[src/rtl/fare_code_sender.sv]
// ============================================================================
// Module   : fare_code_sender
// Purpose  : Sends a latched fare code digit-by-digit to the turnstile
//            controller, waits for the door response, retries on timeout.
// Revision : 1.0 - initial release
// ============================================================================
`default_nettype none

module fare_code_sender #(
  parameter int NUM_DIGITS = 3,
  parameter int TIMEOUT    = 8,
  parameter int GAP_CYCLES = 2,
  parameter int MAX_RETRY  = 1
) (
  input  logic                    clk,
  input  logic                    reset,
  input  logic                    card_valid,
  input  logic [4*NUM_DIGITS-1:0] card_code,
  input  logic                    open_access_door,
  output logic                    card_ready,
  output logic                    valid_code,
  output logic [3:0]              access_code,
  output logic                    grant,
  output logic                    deny,
  output logic [1:0]              state_out
);

  localparam int CW  = 4 * NUM_DIGITS;
  localparam int TOP = 4 * (NUM_DIGITS - 1);
  localparam int DW  = $clog2(NUM_DIGITS + 1);
  localparam int TW  = $clog2(TIMEOUT + 1);
  localparam int GW  = $clog2(GAP_CYCLES + 1);
  localparam int RW  = (MAX_RETRY > 0) ? $clog2(MAX_RETRY + 1) : 1;

  localparam logic [DW-1:0] c_NUM_DIGITS = DW'(NUM_DIGITS);
  localparam logic [TW-1:0] c_TIMEOUT    = TW'(TIMEOUT);
  localparam logic [GW-1:0] c_GAP_CYCLES = GW'(GAP_CYCLES);
  localparam logic [RW-1:0] c_MAX_RETRY  = RW'(MAX_RETRY);

  typedef enum logic [1:0] {
    IDLE = 2'b00,
    SEND = 2'b01,
    WAIT = 2'b10,
    GAP  = 2'b11
  } state_t;

  state_t          r_state;
  logic [CW-1:0]   r_code;
  logic [CW-1:0]   r_shift;
  logic [DW-1:0]   r_dig_cnt;
  logic [TW-1:0]   r_timer;
  logic [GW-1:0]   r_gap_cnt;
  logic [RW-1:0]   r_retry;
  logic            r_resend;

  assign card_ready = (r_state == IDLE);
  assign state_out  = r_state;

  always_ff @(posedge clk or negedge reset) begin
    if (!reset) begin
      r_state     <= IDLE;
      r_code      <= '0;
      r_shift     <= '0;
      r_dig_cnt   <= '0;
      r_timer     <= '0;
      r_gap_cnt   <= '0;
      r_retry     <= '0;
      r_resend    <= 1'b0;
      valid_code  <= 1'b0;
      access_code <= 4'h0;
      grant       <= 1'b0;
      deny        <= 1'b0;
    end else begin
      grant <= 1'b0;
      deny  <= 1'b0;
      case (r_state)
        IDLE: begin
          if (card_valid) begin
            r_code      <= card_code;
            r_shift     <= card_code << 4;
            r_dig_cnt   <= DW'(1);
            r_retry     <= c_MAX_RETRY;
            valid_code  <= 1'b1;
            access_code <= card_code[TOP +: 4];
            r_state     <= SEND;
          end
        end
        SEND: begin
          if (r_dig_cnt == c_NUM_DIGITS) begin
            valid_code  <= 1'b0;
            access_code <= 4'h0;
            r_timer     <= TW'(1);
            r_state     <= WAIT;
          end else begin
            access_code <= r_shift[CW-1 -: 4];
            r_shift     <= r_shift << 4;
            r_dig_cnt   <= r_dig_cnt + 1'b1;
          end
        end
        WAIT: begin
          // a door response on the final timer cycle still counts as a grant
          if (open_access_door) begin
            grant     <= 1'b1;
            r_resend  <= 1'b0;
            r_gap_cnt <= GW'(1);
            r_state   <= GAP;
          end else if (r_timer == c_TIMEOUT) begin
            if (r_retry != '0) begin
              r_retry  <= r_retry - 1'b1;
              r_resend <= 1'b1;
            end else begin
              deny     <= 1'b1;
              r_resend <= 1'b0;
            end
            r_gap_cnt <= GW'(1);
            r_state   <= GAP;
          end else begin
            r_timer <= r_timer + 1'b1;
          end
        end
        default: begin
          if (r_gap_cnt == c_GAP_CYCLES) begin
            if (r_resend) begin
              r_shift     <= r_code << 4;
              r_dig_cnt   <= DW'(1);
              valid_code  <= 1'b1;
              access_code <= r_code[TOP +: 4];
              r_resend    <= 1'b0;
              r_state     <= SEND;
            end else begin
              r_state <= IDLE;
            end
          end else begin
            r_gap_cnt <= r_gap_cnt + 1'b1;
          end
        end
      endcase
    end
  end

endmodule

`default_nettype wire

[config.mk]
export PLATFORM = sky130hd
export DESIGN_NAME = fare_code_sender
export DESIGN_NICKNAME = d
export VERILOG_FILES = /design/src/rtl/fare_code_sender.sv
export SDC_FILE = /design/constraint.sdc
export NUM_CORES = 1
export LEC_CHECK = 0
export BUFFER_PORTS_ARGS = -buffer_cell sky130_fd_sc_hd__buf_2
export CORE_MARGIN = 10
export CORE_UTILIZATION = 51
export DETAILED_ROUTE_END_ITERATION = 8
export GPL_TIMING_DRIVEN = 0
export PLACE_DENSITY_LB_ADDON = 0.15
export SLEW_MARGIN = 20
export SYNTH_ARGS = -nofsm -noshare
export SYNTH_HDL_FRONTEND = slang
export SYNTH_SLANG_ARGS = --single-unit
[constraint.sdc]
create_clock -name clk -period 2.3 [get_ports clk]
set_clock_uncertainty 0.2 [all_clocks]
set_input_delay 0.46 -clock clk [delete_from_list [all_inputs] [get_ports clk]]
set_output_delay 0.46 -clock clk [all_outputs]
set_load 0.02 [all_outputs]
# ---- After elaboration in Yosys (flattened, before gate mapping)
# Index checks and enable logic that the tools add are counted.
dict set report classes {
  addsub 4
  eq_ne 13
  muxes 49
  bitwise 2
  reduce_logical 17
}
# cell n
set op_table {}
lappend op_table {{two-way mux 12 bit} 4}
lappend op_table {{case mux 12 bit (3 select lines)} 1}
lappend op_table {{two-way mux 4 bit} 7}
lappend op_table {{two-way mux 2 bit} 11}
lappend op_table {{two-way mux 1 bit} 18}
lappend op_table {{AND reduction 4 bit} 4}
lappend op_table {{inequality test 2 bit, second input constant} 6}
lappend op_table {{case mux 2 bit (3 select lines)} 2}
lappend op_table {{case mux 4 bit (3 select lines)} 1}
lappend op_table {{AND reduction 5 bit} 2}
lappend op_table {{case mux 4 bit (2 select lines)} 1}
lappend op_table {{equality test 2 bit, second input constant} 3}
lappend op_table {{AND reduction 3 bit} 2}
lappend op_table {{nonzero test 2 bit} 3}
lappend op_table {{nonzero test 3 bit} 2}
lappend op_table {{adder 2 x 1 -> 2 bit, second input constant} 2}
lappend op_table {{adder 4 x 1 -> 4 bit, second input constant} 1}
lappend op_table {{equality test 4 bit, second input constant} 1}
lappend op_table {{case mux 1 bit (2 select lines)} 2}
lappend op_table {{case mux 2 bit (2 select lines)} 1}
lappend op_table {{nonzero test 4 bit} 1}
lappend op_table {{inequality test 3 bit, second input constant} 1}
lappend op_table {{case mux 1 bit (3 select lines)} 1}
lappend op_table {{equality test 2 x 1 -> 1 bit, second input constant} 1}
lappend op_table {{other kinds (6)} 7}
dict set report totals {
  regBits 43
  in_bits 16
  word_cells 97
}

# ---- Longest topological paths before layout
dict set report depth {
  word_depth 5
  depth_mapped 8
}

# ---- Least setup slack after synthesis
# Ideal clock, no wire load.
dict set report synth_path {
  kind {register to register}
  startpoint {register r_state[0] (netlist: state_out[0])}
  endpoint {register r_timer[3]}
  setup_time_ps 83
  arrival_ps 2038
  setup_slack_ps -21
  path_stages_with_launch 8
  period_less_slack_ps 2321
  cell_sequence {dfrtp_1 -> inv_1 -> ha_1 -> and2_1 -> or3_1 -> buf_2 -> or4b_1 -> o21ai_0}
}
dict set report synth_via {
  elab_chain_len 3
  elab_cells_between_ends 8
}
# element line
set synth_lines {}
lappend synth_lines {{start: declaration} 47} ;# state_t r_state;
lappend synth_lines {{start signal: assignment} 61} ;# r_state <= IDLE;
lappend synth_lines {{start signal: assignment} 85} ;# r_state <= SEND;
lappend synth_lines {{start signal: assignment} 93} ;# r_state <= WAIT;
lappend synth_lines {{equality test 2 bit / equality test 2 x 1 -> 1 bit (equally long branches)} 76} ;# case (r_state)
lappend synth_lines {{inequality test 2 bit (no source line) / nonzero test 2 bit (equally long branches)} -}
lappend synth_lines {{AND reduction 4 bit (no source line)} -}
lappend synth_lines {{end signal: assignment} 118} ;# r_timer <= r_timer + 1'b1;
lappend synth_lines {{end: declaration} 51} ;# logic [TW-1:0] r_timer;
# Several ways; a longest one is shown, not always the timed one.
# A chain may end at the register's enable or synchronous reset.

# ---- Final worst setup path
# Same ends and word-level chain as after synthesis.

==> results.md <==
* Status: completed
* Minimum clock period at 2.217 ns
* Max Cap Viol at 0
* Synth Register Bits at 39
* Final setup vio count at 0
* Global Route Usage Sum at 0.1420
* Nets@finish at 246
* Slowest stage cell, crit path: or4b_1
* Gr ovfl total at 0
* Antenna Violating Nets Remaining at 0
* Share of cells above drive strength 1 at 0.3108
* Storage cell area at 978.4 sq um
* TritonCTS clock tree: done
* Worst-path clk slew at 0.08 ns
* First-pass GRT wire length at 7472 microns
* Crit-path max cell delay at 0.49 ns
* Pin count of the biggest net entering global routing at 40
* Crit-path max FO at 6
* Clk sinks at 39
* Tcrit/Tclk final at 0.9640
* Initial antenna violation count at 0
* Skew-Pair Late Insertion Delay at 0.29 ns
* Die ar. at 6620 sq um
* Pwr Total at 0.003524 W
* Leak at 1.036 nW
* Post-Place Worst Slack at -0.1834 ns
* Worst-margin pin slew at 0.8529 ns
* CORE AREA at 3661 sq um
* CP required at 2.32 ns
* Commonest cells after routing, fill and taps aside: dfrtp_1 (37), buf_2 (27), a21oi_1 (20), mux2_2 (14), nand2_1 (11)
* Max Root-Sink Buffers at 2
* Peak supply drop at 0.0006840 V
* CP endpoint kind: flop
* Register area share after synthesis at 0.5081
* Pwr Density at 1544 nW/um^2
* Syn nets at 207
* Multi-input logic area at 873.3 sq um
* Number of I/O pins at 26
* Synthesized area at 1921 sq um
* Detailed-route via count at 1505
* Ant. Diodes at 0
* Hold crit path type: input pin to async pin
* CTS buffer count at 5
* Starting Density at 0.5246
* Synthesis-to-finish area growth at 18.83%
* WP data arrival at 2.24 ns
* Syn Area/Cell at 10.55 sq um
* Mapped Cells at 182
* Synth unique cells at 32
* DRC Markers at 0
* H-tree lvl count at 2
* Num rows at 22
* Filler cell count at 312
* Crit-path cells: inv_1, ha_2, and2_1, or3_1, buf_2, or4b_1, o21ai_0
* Commonest non-fill, non-tap cell in the layout: dfrtp_1
* Final WL at 4323 microns
* Wire per inst at 16.01 microns
* Slew margin rel. at 0.4314
* Syn. warnings at 0
* Final hold vios at 0
* Chip Width at 81.37 microns
* RSZ-0062 raised after global routing: false
* Highest clock rate at 451.0 MHz
* Initial DRC Count at 97
* Vias/cell at 5.574
* Router iterations before antenna repair at 4
* Hold-fix buffers, CTS at 0
* Crit Path Category: flop to flop
* Routability cong. at 0.8078
* Count of port buffers added during placement at 25
* CP Launch Type: flop
* Setup ws final at 0.08290 ns
* Vias in the first global route at 1577
* CTS root buf: clkbuf_8
* Final Max Slew Viols at 0
* Detailed Place HPWL at 3068 microns
* Chip height at 81.37 microns
[flip-flops by register name (all words and copies together), names as in the netlist, 2 cells and up]
signal	cells
r_code	12
state_out	2
r_dig_cnt	2
access_code	4
r_timer	4
r_gap_cnt	2
r_shift	8
[layout make-up]
cell class,instances,area share
flip-flops and latches,39,0.4287
multi-input cells,122,0.3827
repair buffers,32,0.07785
clock buffers,6,0.03180
plain buffers,10,0.02906
well taps,48,0.02632
inverters,11,0.01809
clock inverters,2,0.005482
[worst max-delay path: cells and delay by family, from the launching register on]
kind | cells | cell delay (ns)
AO/OA/AOI/OAI | 1 | 0.08
adder cells (fa/ha/maj) | 1 | 0.22
buffers and inverters | 2 | 0.24
flip-flops | 1 | 0.39
AND/OR/NAND/NOR | 3 | 1.01
[power by group]
part / switching (W) / internal (W)
Clock: 0.000243 / 0.000212
Sequential: 0.000183 / 0.00100
Combinational: 0.00102 / 0.000870
Total: 0.00144 / 0.00208
[path summary, 6_finish.rpt]
| kind | startpoint | to | slack, ns | cells past startpoint |
|---|---|---|---|---|
| setup / recovery | state_out[0]$_DFFE_PN0P_ | r_timer[3]$_DFFE_PN0P_ | 0.08 | 7 |
| setup reg to reg | state_out[0]$_DFFE_PN0P_ | r_timer[3]$_DFFE_PN0P_ | 0.08 | 7 |
| hold / removal | reset | state_out[1]$_DFFE_PN0P_ | 0.07 | 1 |
| hold reg to reg | r_resend$_DFFE_PN0P_ | r_resend$_DFFE_PN0P_ | 0.29 | 2 |
| max in group asynchronous | reset | state_out[0]$_DFFE_PN0P_ | 1.26 | 1 |
| min in group clk | card_code[11] | r_code[11]$_DFFE_PN0P_ | 0.21 | 2 |
[Yosys cell counts]
cell type | instances | area share
o21ai_0 | 4 | 0.010
nand2b_1 | 2 | 0.0065
a22o_1 | 3 | 0.014
and2_1 | 2 | 0.0065
nor2b_1 | 4 | 0.013
or3_1 | 1 | 0.0033
mux2i_1 | 3 | 0.016
a21oi_1 | 20 | 0.052
dfrtp_1 | 39 | 0.51
nor3_1 | 5 | 0.013
nand2_1 | 11 | 0.021
o22a_1 | 1 | 0.0046
or4b_1 | 1 | 0.0052
and3b_1 | 1 | 0.0046
nand3b_1 | 1 | 0.0039
clkbuf_1 | 4 | 0.0078
a31oi_1 | 6 | 0.020
a222oi_1 | 4 | 0.021
nor3b_1 | 1 | 0.0039
buf_1 | 1 | 0.0020
a2111oi_2 | 1 | 0.0078
a22oi_1 | 7 | 0.027
a21o_1 | 1 | 0.0039
mux2_2 | 14 | 0.082
nor2_1 | 10 | 0.020
o21a_1 | 1 | 0.0039
inv_1 | 11 | 0.021
ha_1 | 9 | 0.059
o22ai_1 | 2 | 0.0065
buf_2 | 5 | 0.013
nand3_1 | 5 | 0.013
nor4_1 | 2 | 0.0065
[kinds of logic after synthesis]
family,count (synthesis),share of synthesized area
AND/OR/NAND/NOR,46,0.1205
flip-flops,39,0.5081
buffers and inverters,21,0.04429
adder cells (fa/ha/maj),9,0.05863
multiplexers,17,0.09772
AO/OA/AOI/OAI,50,0.1707
[repair_timing]
item                       4_1_cts  5_1_grt
setup buffers                    4        3
resized for setup                5       10
pin swaps                        1        1
setup endpoints to repair       18       16
[metrics by stage]
step | setup TNS, ns | area (sq um) | cells | utilization | hold WS (ns)
2_1_floorplan | 0 | 1926 | 182 | - | -0.03559
3_3_place_gp | -0.7539 | 2111 | 255 | 0.5766 | 0.2683
3_5_place_dp | -1.470 | 2111 | 255 | 0.5766 | 0.2780
4_1_cts | 0 | 2235 | 267 | 0.6104 | 0.1089
5_1_grt | 0 | 2282 | 270 | 0.6234 | 0.1578
6_report | 0 | 2282 | 270 | 0.6234 | 0.06835
[per-layer routing]
| layer | wire (microns) | track usage | share of wire | vias to the layer above |
|---|---|---|---|---|
| met5 | 0 | 0 | 0 | - |
| met3 | 246 | 0.03532 | 0.057 | 8 |
| met2 | 2051 | 0.2299 | 0.47 | 33 |
| met1 | 1962 | 0.1770 | 0.45 | 727 |
| met4 | 63 | 0.05709 | 0.015 | 0 |
| li1 | - | - | - | 737 |
Power figures use the tool's default switching activity.
